File: config.mk
export PLATFORM = sky130hd
export DESIGN_NAME = switch_debouncer
export DESIGN_NICKNAME = d
export VERILOG_FILES = /design/src/rtl/switch_debouncer.sv
export SDC_FILE = /design/constraint.sdc
export NUM_CORES = 1
export LEC_CHECK = 0
export CAP_MARGIN = 10
export CORE_ASPECT_RATIO = 1.4
export CORE_MARGIN = 5
export CORE_UTILIZATION = 45
export CTS_BUF_LIST = sky130_fd_sc_hd__clkbuf_4 sky130_fd_sc_hd__clkbuf_8 sky130_fd_sc_hd__clkbuf_16
export DETAILED_ROUTE_END_ITERATION = 8
export MAX_ROUTING_LAYER = met4
export PLACE_DENSITY = 0.6
export SYNTH_ARGS = -nofsm -noshare
export SYNTH_HDL_FRONTEND = slang
export SYNTH_SLANG_ARGS = --single-unit
File: constraint.sdc
create_clock -name clk -period 2.5 [get_ports clk]
set_input_delay 0.5 -clock clk [delete_from_list [all_inputs] [get_ports clk]]
set_output_delay 0.5 -clock clk [all_outputs]
set_load 0.01 [all_outputs]
File: src/rtl/switch_debouncer.sv
// Switch conditioner: 2-flop synchronizer, then a per-bit stability counter.
// Outputs debounced levels, rise/fall pulses, and a startup valid flag.

module switch_debouncer_lane #(
  parameter int DEBOUNCE_CYCLES = 240000,
  parameter int CNT_W           = $clog2(DEBOUNCE_CYCLES+3)
) (
  input  logic clk,
  input  logic reset_n,
  input  logic sync,
  input  logic valid,
  output logic clean,
  output logic rise,
  output logic fall
);
  localparam logic [CNT_W-1:0] CMAX = CNT_W'(DEBOUNCE_CYCLES-1);

  logic [CNT_W-1:0] cnt;

  always_ff @(posedge clk or negedge reset_n) begin
    if (!reset_n) begin
      cnt   <= '0;
      clean <= 1'b0;
      rise  <= 1'b0;
      fall  <= 1'b0;
    end else begin
      rise <= 1'b0;
      fall <= 1'b0;
      if (sync == clean) begin
        cnt <= '0;
      end else if (cnt == CMAX) begin
        // Level is accepted even before valid; only the pulses are suppressed.
        clean <= sync;
        cnt   <= '0;
        rise  <= valid & sync;
        fall  <= valid & ~sync;
      end else begin
        cnt <= cnt + 1'b1;
      end
    end
  end
endmodule

module switch_debouncer #(
  parameter int WIDTH           = 4,
  parameter int DEBOUNCE_CYCLES = 240000,
  parameter int CNT_W           = $clog2(DEBOUNCE_CYCLES+3)
) (
  input  logic             clk,
  input  logic             reset_n,
  input  logic [WIDTH-1:0] s_raw,
  output logic [WIDTH-1:0] s_clean,
  output logic [WIDTH-1:0] s_rise,
  output logic [WIDTH-1:0] s_fall,
  output logic             valid
);
  localparam logic [CNT_W-1:0] ST_MAX = CNT_W'(DEBOUNCE_CYCLES+2);
  localparam logic [CNT_W-1:0] ST_PRE = CNT_W'(DEBOUNCE_CYCLES+1);

  logic [1:0][WIDTH-1:0] sync_pipe;
  logic [CNT_W-1:0]      st_cnt;

  always_ff @(posedge clk or negedge reset_n) begin
    if (!reset_n) sync_pipe <= '0;
    else          sync_pipe <= {sync_pipe[0], s_raw};
  end

  // Startup window: valid rises on the edge the counter reaches DEBOUNCE_CYCLES+2.
  always_ff @(posedge clk or negedge reset_n) begin
    if (!reset_n) begin
      st_cnt <= '0;
      valid  <= 1'b0;
    end else begin
      if (st_cnt != ST_MAX) st_cnt <= st_cnt + 1'b1;
      if (st_cnt == ST_PRE) valid  <= 1'b1;
    end
  end

  for (genvar i = 0; i < WIDTH; i++) begin : g_lane
    switch_debouncer_lane #(
      .DEBOUNCE_CYCLES(DEBOUNCE_CYCLES),
      .CNT_W          (CNT_W)
    ) u_lane (
      .clk    (clk),
      .reset_n(reset_n),
      .sync   (sync_pipe[1][i]),
      .valid  (valid),
      .clean  (s_clean[i]),
      .rise   (s_rise[i]),
      .fall   (s_fall[i])
    );
  end
endmodule

* After elaboration in Yosys (flattened, before gate mapping)
Index checks and enable logic that the tools add are counted.
** Storage, ports and cells
- Register bits after elaboration :: 111
- Bits in latches :: 0
- Bits in writable memories :: 0
- Memory bits (read-only) :: 0
- Input bits :: 6
- Output and inout bits :: 13
- Memories :: 0
** Operators by class
- $add $sub $neg :: 5
- Multiply operators :: 0
- Div/mod/pow operators :: 0
- $lt $le $gt $ge :: 0
- Eq/ne operators :: 10
- Shifts and indexed selects :: 0
- Muxes and demuxes :: 24
- Bitwise operators :: 16
- Reductions and logical operators :: 4
** Operator list (number)
- 2-to-1 mux 18 bit :: 8
- adder 18 x 1 -> 18 bit, second input constant :: 5
- == test 18 bit, second input constant :: 5
- != test 18 bit, second input constant :: 1
- 2-to-1 mux 1 bit :: 16
- bitwise AND 1 bit :: 8
- NOT 1 bit :: 8
- AND reduction 2 bit :: 4
- == test 1 bit :: 4

* Logic depth before layout (Yosys ltp)
Gate-level depths: netlist of the first run.
- Depth in word-level cells :: 4
- Depth in mapped cells :: 7

* By module
From an unflattened synthesis of the first run, not the netlist that was laid out.
** Second synthesis, totals
- Cells, all modules :: 476
- Area, all modules :: 5231.3 sq um
** By module, submodules not included
- switch_debouncer_lane :: times used 4, cells each 98, area an instance 1036.0 sq um, seq. area each 525.5 sq um
- switch_debouncer :: times used 1, cells each 84, area an instance 1087.3 sq um, seq. area each 675.6 sq um

* Worst setup path after synthesis of the first run
Ideal clock, no wire load.
- Path type :: register to register
- Start point :: register g_lane[1].u_lane.cnt[7]
- End point :: register g_lane[1].u_lane.clean
- Library setup time :: 0.125 ns
- Data arrival time :: 1.710 ns
- Required time :: 2.375 ns
- Path slack :: 0.665 ns
- Stages on the path, launching flop included :: 5
- Buffers on the path :: 0
- Clock period less this slack :: 1.835 ns
- Cells stage by stage :: dfrtp_1 nand4bb_1 or4_1 nor3_1 mux2_2
** Between the ends
- Word-level cells in the longest chain between the ends :: 2
** RTL lines
- start: declaration :: line 18 : logic [CNT_W-1:0] cnt;
- start signal: assignment :: line 38 : cnt <= cnt + 1'b1;
- == test 18 bit :: line 31 : end else if (cnt == CMAX) begin
- AND reduction 2 bit (no source line)
- end signal: assignment :: line 33 : clean <= sync;
- end: declaration :: line 12 : output logic clean,
Every way passes these cells.
A chain may end at the register's enable or synchronous reset.

* Worst setup path in the final report of the first run
- Start point :: register valid
- End point :: output port valid
** RTL lines
- start: declaration :: line 55 : output logic valid
- start signal: assignment :: line 72 : valid <= 1'b0;
- start signal: assignment :: line 75 : if (st_cnt == ST_PRE) valid <= 1'b1;
No word-level cell between the ends.

==> metrics.csv, run 1 <==
metric;value;unit
internal power;2.68;mW
Overflow after GRT;0;
Iter 0 DRT Violations;141;
CP max FO;10;
crit path time final;1.99;ns
Setup Skew;0.00876;ns
Initial Util;0.461;
Ant. Diodes;0;
Final #Nets;520;
area of the multi-input gates;2250;um^2
Synthesis Warnings;0;
CTS hold repair buffers;0;
R2R setup slack;0.51;ns
Non-Filler Instances;655;
Peak Freq;501;MHz
most frequent cells in the layout;111 x dfrtp_1, 66 x nor2_1, 46 x xnor2_1;
CTS resizes;0;
Syn Inst Count;491;
Net Sw Frac;0.208;
hpwl dp;6.67;mm
Clock transition at path regs;0.07;ns
RD Place Congestion;0.797;
P per Cell Area;580;nW/um^2
Root Buffer;clkbuf_16;
Final Hold Vio Count;0;
vias per cell;5.37;
Top FF cell, synth;dfrtp_1;
Synth Register Bits;111;
WP buf/inv;1;
FFs w/ async S/R, synth;1.00;
number of max-cap violations;0;
post-CTS setup buffers;0;
Slew headroom;0.616;
Post-Place Cells;640;
share of layout cells above drive strength 1;0.0744;
vias in the first global route;3578;
Die Height;138;um
setup TNS;0;ns
Worst Setup Start Kind;flop;
Final Setup Violations;0;
Global Route Usage Sum;0.152;
Chip Width;101;um
clock buffer depth;2;
worst reg2reg path depth;4;
CORE AREA;11300;um^2
Reg area;2780;um^2
RSZ-0062 raised after global routing;false;
DRT Pass-1 Iters;5;
IO buf count;18;
final wirelength;9.43;mm
syn_nets;504;
initial antenna violation count;0;
Levels on crit path;1;
WS Path Type;reg2out;
largest net degree at the start of global routing;41;
fin crit share;0.798;
Inserted Clock Buffers;9;
syn_area_per_cell;10.7;um^2
first-pass GRT wire length;16.6;mm
I/O pins;19;
fill count;1016;
clk_lat worst skew;0.34;ns
crit-path leading delay family;buffers and inverters;
critical path capture point type;output port;
outcome;finished clean;
delay of the slowest cell on the worst path;0.62;ns
sequential-to-total area share from yosys stat;0.531;
CTS Sinks;111;
Antenna Violating Nets Remaining;0;
Mapped Area;5230;um^2
CTS tree;built;
clock network power share;0.422;
min-delay worst type;in2async;
worst slew pin tran;0.576;ns
Vias;3518;
# rows;46;
NetSw;0.704;mW
CP Cell Sequence;clkdlybuf4s50_1;
proportion of power drawn by combinational gates;0.033;
Leak;2.44;nW
VDD IR max;0.308;mV
synth-to-layout area growth;11.6;%
die area;13900;um^2
wire per inst;14.4;um
EDFF count, synth;0;
crit path DAT;1.49;ns
Crit-path slowest cell;clkdlybuf4s50_1;
Post-route DRC;0;
Flop pwr share;0.544;
Yosys cell types;41;
Req. time, crit path;2.00;ns
pins over their slew limit;0;
H-tree depth;3;
most common cell after layout, fill and taps aside;dfrtp_1;
-- per-layer routing --
| metal | up-vias | global-route usage | wire length (um) |
|---|---|---|---|
| met5 | - | - | 0 |
| met4 | 0 | 0.0473 | 96 |
| met3 | 7 | 0.0324 | 299 |
| met2 | 40 | 0.254 | 4790 |
| met1 | 1724 | 0.185 | 4250 |
| li1 | 1747 | - | - |
-- flip-flops by register name (all words and copies together), names as in the netlist --
name / flops
g_lane.u_lane.cnt: 72
st_cnt: 18
sync_pipe: 8
g_lane.u_lane.clean: 4
g_lane.u_lane.fall: 4
g_lane.u_lane.rise: 4
valid: 1
-- power by group through the flow --
stage | Clock [mW] | Combinational (mW) | Sequential [mW]
2_1_floorplan | 0 | 0.0527 | 1.87
3_3_place_gp | 0 | 0.114 | 1.87
3_5_place_dp | 0 | 0.116 | 1.88
4_1_cts | 1.47 | 0.117 | 1.84
5_1_grt | 1.55 | 0.131 | 1.84
6_report | 1.43 | 0.112 | 1.84
-- cells in the mapped netlist (all sizes together) (6+ instances only) --
| cell | n | area share |
|---|---|---|
| ha | 7 | 0.017 |
| nand4 | 27 | 0.038 |
| nor4 | 14 | 0.017 |
| nor2 | 66 | 0.047 |
| xor2 | 28 | 0.047 |
| and4b | 8 | 0.015 |
| a21oi | 9 | 0.0086 |
| nor3 | 19 | 0.018 |
| buf | 18 | 0.024 |
| and4 | 6 | 0.010 |
| nand2 | 23 | 0.017 |
| xnor2 | 46 | 0.077 |
| o21ai | 8 | 0.0077 |
| dfrtp | 111 | 0.53 |
| and3 | 7 | 0.0084 |
| nand3 | 30 | 0.029 |
| inv | 18 | 0.013 |
| or3 | 11 | 0.013 |
| or4 | 6 | 0.011 |
-- worst register-to-register path, delay by kind of cell, from the launching register on --
kind             cells  cell delay (ns)
and+or+nand+nor      3             1.05
muxes                1             0.38
DFF                  1             0.44
-- per-stage QoR --
step / hold slack (ns) / setup slack, ns / utilization / power (mW) / instance area [um^2]
finish: 0.122 / 0.506 / 0.515 / 3.38 / 5830
CTS: 0.139 / 0.487 / 0.515 / 3.43 / 5830
global route: 0.163 / 0.396 / 0.515 / 3.53 / 5830
detailed placement: 0.335 / 0.516 / 0.488 / 1.99 / 5540
floorplan: 0.204 / 0.665 / - / 1.92 / 5230
global placement: 0.338 / 0.570 / 0.488 / 1.99 / 5540
-- layout make-up --
cell class	count	share of cell area
flip-flops and latches	111	0.476
multi-input cells	341	0.385
repair buffers	26	0.0450
clock buffers	12	0.0435
well taps	144	0.0309
inverters	18	0.0116
clock inverters	3	0.00751
-- path summary, 6_finish.rpt --
kind | start | end
max reg2reg | g_lane[1].u_lane.cnt[7] | g_lane[1].u_lane.clean
min | reset_n | g_lane[2].u_lane.cnt[13]
max in group asynchronous | reset_n | sync_pipe[4]
max | valid | valid
min reg2reg | sync_pipe[0] | sync_pipe[4]
min in group clk | sync_pipe[0] | sync_pipe[4]
-- logic make-up after synthesis --
kind of cell / Yosys count / share of synthesized area
AO/OA/AOI/OAI: 28 / 0.0388
XOR/XNOR: 74 / 0.124
adder cells (fa/ha/maj): 7 / 0.0167
buffers and inverters: 39 / 0.0390
flip-flops: 111 / 0.531
multiplexers: 5 / 0.0105
AND/OR/NAND/NOR: 227 / 0.240
(Power assumes the default switching activity.)
==> run 2, diff against run 1 <==
--- a/config.mk
+++ b/config.mk
@@ -12,7 +12,7 @@
 export CTS_BUF_LIST = sky130_fd_sc_hd__clkbuf_4 sky130_fd_sc_hd__clkbuf_8 sky130_fd_sc_hd__clkbuf_16
 export DETAILED_ROUTE_END_ITERATION = 8
 export MAX_ROUTING_LAYER = met4
-export PLACE_DENSITY = 0.6
+export PLACE_DENSITY = 0.62
 export SYNTH_ARGS = -nofsm -noshare
 export SYNTH_HDL_FRONTEND = slang
 export SYNTH_SLANG_ARGS = --single-unit
==> constraint.sdc (replaced) <==
create_clock -name clk -period 1.7 [get_ports clk]
set_input_delay 0.34 -clock clk [delete_from_list [all_inputs] [get_ports clk]]
set_output_delay 0.34 -clock clk [all_outputs]
set_load 0.01 [all_outputs]
==> metrics.csv, run 2 (synthesis results as in run 1) <==
metric;value;unit;change
outcome;finished clean;;
IO buf count;18;;unchanged
critical path capture point type;flop;;
number of max-cap violations;0;;unchanged
Hold Crit Start;sync_pipe[2];;
Overflow after GRT;0;;unchanged
CP Cell Sequence;ha_2, nand4_1, buf_4, o41ai_4, buf_4, nor2_1;;
Global Route Usage Sum;0.168;;+0.0160
Leak;2.91;nW;+19%
Crit-path slowest cell;dfrtp_1;;
wire per inst;14.2;um;-1.4%
NetSw;1.06;mW;+51%
most common cell after layout, fill and taps aside;dfrtp_1;;
Final #Nets;596;;+15%
final wirelength;10.4;mm;+10%
DRT Pass-1 Iters;4;;-1
largest net degree at the start of global routing;34;;-17%
H-tree depth;3;;unchanged
Inserted Clock Buffers;9;;unchanged
Final Hold Vio Count;0;;unchanged
placed cell area;6100;um^2;+10%
Slew headroom;0.700;;+0.0834
Reg-to-Reg Start;g_lane[2].u_lane.cnt[0];;
fill count;961;;-5.4%
hpwl dp;7.60;mm;+14%
CP max FO;7;;-3
internal power;3.85;mW;+44%
Net Sw Frac;0.216;;+0.00823
Clock transition at path regs;0.07;ns;about the same
share of layout cells above drive strength 1;0.215;;+0.140
RSZ-0062 raised after global routing;true;;
Final Setup Violations;0;;unchanged
vias per cell;5.30;;-1.4%
CORE AREA;11300;um^2;unchanged
Flop pwr share;0.550;;+0.006
most frequent cells in the layout;111 x dfrtp_1, 80 x buf_4, 66 x nor2_1;;
Req. time, crit path;1.93;ns;-0.07 ns
vias in the first global route;3979;;+11%
WP buf/inv;2;;+1
crit path time final;1.68;ns;
CTS tree;built;;
synth-to-layout area growth;24.5;%;
Antenna Violating Nets Remaining;0;;unchanged
Non-Filler Instances;731;;+12%
Peak Freq;594;MHz;
pins over their slew limit;0;;unchanged
crit-path leading delay family;flip-flops;;
Post-route DRC;0;;unchanged
area of the multi-input gates;2350;um^2;+4.6%
Worst Setup Start Kind;flop;;
worst reg2reg path depth;6;;+2
R2R setup slack;0.02;ns;-0.49 ns
min-delay worst type;reg2reg;;
Most flops, register;g_lane.u_lane.cnt;;
die area;13900;um^2;unchanged
Vias;3871;;+10%
Largest regs;g_lane.u_lane.cnt (72), st_cnt (18), sync_pipe (8);;
proportion of power drawn by combinational gates;0.045;;+0.012
P per Cell Area;754;nW/um^2;+30%
clk_lat worst skew;0.34;ns;about the same
Root Buffer;clkbuf_16;;
worst slew pin tran;0.450;ns;-0.126 ns
Ant. Diodes;0;;unchanged
WS Path Type;reg2reg;;
Iter 0 DRT Violations;157;;+11%
Initial Util;0.461;;unchanged
Levels on crit path;6;;+5
# rows;46;;unchanged
hold depth;0;;
crit path DAT;1.91;ns;+0.42 ns
clock buffer depth;2;;unchanged
post-route cell area;6510;um^2;+12%
Chip Width;101;um;unchanged
first-pass GRT wire length;18.2;mm;+9.8%
Setup Skew;0.00743;ns;-0.00133 ns
Reg area;2780;um^2;unchanged
Crit Reg-Reg Endpoint;g_lane[2].u_lane.cnt[13];;
delay of the slowest cell on the worst path;0.41;ns;-0.21 ns
CTS Sinks;111;;unchanged
I/O pins;19;;unchanged
Hold Path Sink;sync_pipe[6];;
CP most frequent cell;buf_4;;
clock network power share;0.405;;-0.017
VDD IR max;0.467;mV;+52%
Largest register FFs;72;;unchanged
RD Place Congestion;0.862;;+8.2%
initial antenna violation count;0;;unchanged
Post-Place Cells;708;;+11%
fin crit share;0.991;;
Die Height;138;um;unchanged
[run 2: changes by cell type in the layout (fill, tap and decap cells not counted), sizes merged]
cell | previous run | this run
dlygate4sd3 | 0 | 1
bufinv | 1 | 0
buf | 9 | 84
dlymetal6s2s | 0 | 2
clkdlybuf4s50 | 17 | 15
clkinv | 2 | 3
[run 2: final cells by class]
class | instances | share of cell area
flip-flops and latches | 111 | 0.427
multi-input cells | 341 | 0.361
repair buffers | 102 | 0.132
clock buffers | 12 | 0.0400
well taps | 144 | 0.0277
inverters | 18 | 0.0104
clock inverters | 3 | 0.00288
[run 2: power by group through the flow]
stage | Clock (mW) | Sequential (mW) | Combinational (mW)
2_1_floorplan | 0 | 2.75 | 0.0820
3_3_place_gp | 0 | 2.75 | 0.219
3_5_place_dp | 0 | 2.75 | 0.223
4_1_cts | 2.04 | 2.70 | 0.227
5_1_grt | 2.17 | 2.70 | 0.253
6_report | 1.99 | 2.70 | 0.223
[run 2: repair_timing]
item | CTS | global route
endpoints found under the setup margin | 12 | 64
hold buffers | 1 | 0
pin swaps | 3 | 9
hold endpoints to repair | 24 | 0
resized for setup | 5 | 12
buffers inserted | 0 | 7
[run 2: worst register-to-register path, cell delays in order (launching register included)]
cell and delay [ns]:
dfrtp_1 0.41, ha_2 0.21, nand4_1 0.14, buf_4 0.18, o41ai_4 0.36, buf_4 0.21, nor2_1 0.05
[run 2: how the worst max path moves through the flow]
stage | from | endpoint | slack, ns
finish | g_lane[2].u_lane.cnt[0] | g_lane[2].u_lane.cnt[13] | 0.02
global route | g_lane[2].u_lane.cnt[0] | g_lane[2].u_lane.cnt[13] | -0.08
CTS | g_lane[1].u_lane.cnt[9] | g_lane[1].u_lane.clean | 0.003
detailed placement | st_cnt[5] | st_cnt[0] | -0.04
global placement | g_lane[2].u_lane.cnt[14] | g_lane[2].u_lane.clean | 0.005
floorplan | g_lane[1].u_lane.cnt[9] | g_lane[1].u_lane.cnt[0] | -0.02
[run 2: metrics by stage]
stage          setup slack [ns]   util  hold WS (ns)  setup TNS, ns  power, mW
2_1_floorplan           -0.0199      -        0.0444         -0.183       2.83
3_3_place_gp            0.00497  0.538         0.302              0       2.96
3_5_place_dp            -0.0391  0.538         0.300        -0.0609       2.97
4_1_cts                 0.00316  0.565         0.355              0       4.97
5_1_grt                 -0.0764  0.574         0.356          -1.20       5.12
6_report                 0.0158  0.574         0.352              0       4.91
[run 2: routing by layer]
metal,up-vias,GRT usage,share of wire,wire length (um)
li1,1896,-,-,-
met2,57,0.286,0.52,5400
met5,-,-,0,0
met1,1908,0.202,0.44,4530
met3,10,0.0319,0.029,299
met4,0,0.0540,0.015,156
==> run 3, diff against run 2 <==
--- a/config.mk
+++ b/config.mk
@@ -11,7 +11,6 @@
 export CORE_UTILIZATION = 45
 export CTS_BUF_LIST = sky130_fd_sc_hd__clkbuf_4 sky130_fd_sc_hd__clkbuf_8 sky130_fd_sc_hd__clkbuf_16
 export DETAILED_ROUTE_END_ITERATION = 8
-export MAX_ROUTING_LAYER = met4
 export PLACE_DENSITY = 0.62
 export SYNTH_ARGS = -nofsm -noshare
 export SYNTH_HDL_FRONTEND = slang
==> metrics.csv, run 3 (synthesis results as in run 1) <==
metric;value;unit;change
Overflow after GRT;0;;unchanged
Final #Nets;596;;unchanged
VDD IR max;0.467;mV;about the same
most common cell after layout, fill and taps aside;dfrtp_1;;
fill count;961;;unchanged
fin crit share;0.991;;about the same
I/O pins;19;;unchanged
total power;4.91;mW;about the same
Iter 0 DRT Violations;148;;-5.7%
Setup Skew;0.00755;ns;+0.000123 ns
DRT Pass-1 Iters;4;;unchanged
vias per cell;5.32;;+0.54%
worst slew pin tran;0.453;ns;+0.00372 ns
Ant. Diodes;0;;unchanged
setup TNS;0;ns;unchanged
Worst Setup Start Kind;flop;;
Non-Filler Instances;731;;unchanged
initial antenna violation count;0;;unchanged
Root Buffer;clkbuf_16;;
Global Route Usage Sum;0.163;;-0.00498
Initial Util;0.461;;unchanged
final hold slack;0.352;ns;+0.0000320 ns
Largest regs;g_lane.u_lane.cnt (72), st_cnt (18), sync_pipe (8);;
die area;13900;um^2;unchanged
min-delay worst type;reg2reg;;
Die Height;138;um;unchanged
P per Cell Area;754;nW/um^2;about the same
clock buffer depth;2;;unchanged
Core Util, Final;0.574;;unchanged
first-pass GRT wire length;18.2;mm;about the same
Clock transition at path regs;0.07;ns;about the same
IO buf count;18;;unchanged
area of the multi-input gates;2350;um^2;unchanged
vias in the first global route;3975;;-0.10%
synth-to-layout area growth;24.5;%;unchanged
CTS tree;built;;
Peak Freq;594;MHz;about the same
# rows;46;;unchanged
CORE AREA;11300;um^2;unchanged
CTS Sinks;111;;unchanged
Inserted Clock Buffers;9;;unchanged
CP max FO;7;;unchanged
Final Hold Vio Count;0;;unchanged
RSZ-0062 raised after global routing;true;;
number of max-cap violations;0;;unchanged
Req. time, crit path;1.93;ns;about the same
wire per inst;14.3;um;+0.52%
Vias;3892;;+0.54%
crit path DAT;1.91;ns;about the same
clk_lat worst skew;0.34;ns;about the same
H-tree depth;3;;unchanged
RD Place Congestion;0.849;;-1.5%
WS Path Type;reg2reg;;
Leak;2.91;nW;unchanged
Final Setup Violations;0;;unchanged
pins over their slew limit;0;;unchanged
share of layout cells above drive strength 1;0.215;;unchanged
Post-route DRC;0;;unchanged
outcome;finished clean;;
Most flops, register;g_lane.u_lane.cnt;;
largest net degree at the start of global routing;34;;unchanged
most frequent cells in the layout;111 x dfrtp_1, 80 x buf_4, 66 x nor2_1;;
Largest register FFs;72;;unchanged
final wirelength;10.4;mm;+0.52%
crit path time final;1.68;ns;-0.0000213 ns
critical path capture point type;flop;;
Antenna Violating Nets Remaining;0;;unchanged
Chip Width;101;um;unchanged
Reg area;2780;um^2;unchanged
hpwl dp;7.60;mm;unchanged
Slew headroom;0.697;;-0.00249
Post-Place Cells;708;;unchanged
run 3: cell counts in the layout (fill, tap and decap cells not counted):
Identical to the previous run, type by type.
run 3: worst paths after layout:
kind	startpoint	to	slack, ns	depth (start not counted)
max	g_lane[2].u_lane.cnt[0]	g_lane[2].u_lane.cnt[13]	0.02	6
min	sync_pipe[2]	sync_pipe[6]	0.35	0
max reg2reg	g_lane[2].u_lane.cnt[0]	g_lane[2].u_lane.cnt[13]	0.02	6
min reg2reg	sync_pipe[2]	sync_pipe[6]	0.35	0
max in group asynchronous	reset_n	g_lane[1].u_lane.cnt[1]	0.65	3
min in group asynchronous	reset_n	g_lane[2].u_lane.cnt[8]	0.47	2
run 3: cell type report:
cell class                      count  share of cell area
Inverter                           18              0.0104
Sequential cell                   111               0.427
Clock buffer                       12              0.0400
Tap cell                          144              0.0277
Timing Repair Buffer              102               0.132
Clock inverter                      3             0.00288
Multi-Input combinational cell    341               0.361
run 3: stage by stage:
stage               worst slack (ns)  cell area [um^2]
global placement             0.00497              6100
finish                        0.0158              6510
detailed placement           -0.0391              6100
global route                 -0.0763              6510
CTS                          0.00316              6410
floorplan                    -0.0199              5270
run 3: repair_timing:
action / CTS / global route
resized for setup: 5 / 12
hold endpoints to repair: 24 / 0
hold buffers: 1 / 0
pin swaps: 3 / 9
setup endpoints to repair: 12 / 64
buffers inserted: 0 / 7
run 3: report_power, final:
part | internal (mW) | switching (mW)
logic | 0.0930 | 0.130
clock network | 1.08 | 0.909
registers | 2.67 | 0.0254
run 3: worst max-delay path, cell delays in order, from the launching register on:
cell,delay (ns)
dfrtp_1,0.41
ha_2,0.21
nand4_1,0.14
buf_4,0.18
o41ai_4,0.36
buf_4,0.21
nor2_1,0.05
run 3: per-layer routing:
layer | part of all wire | vias to the layer above | global-route usage
li1 | - | 1894 | -
met5 | 0 | - | 0
met1 | 0.43 | 1918 | 0.202
met3 | 0.033 | 13 | 0.0309
met4 | 0.013 | 0 | 0.0540
met2 | 0.52 | 67 | 0.286
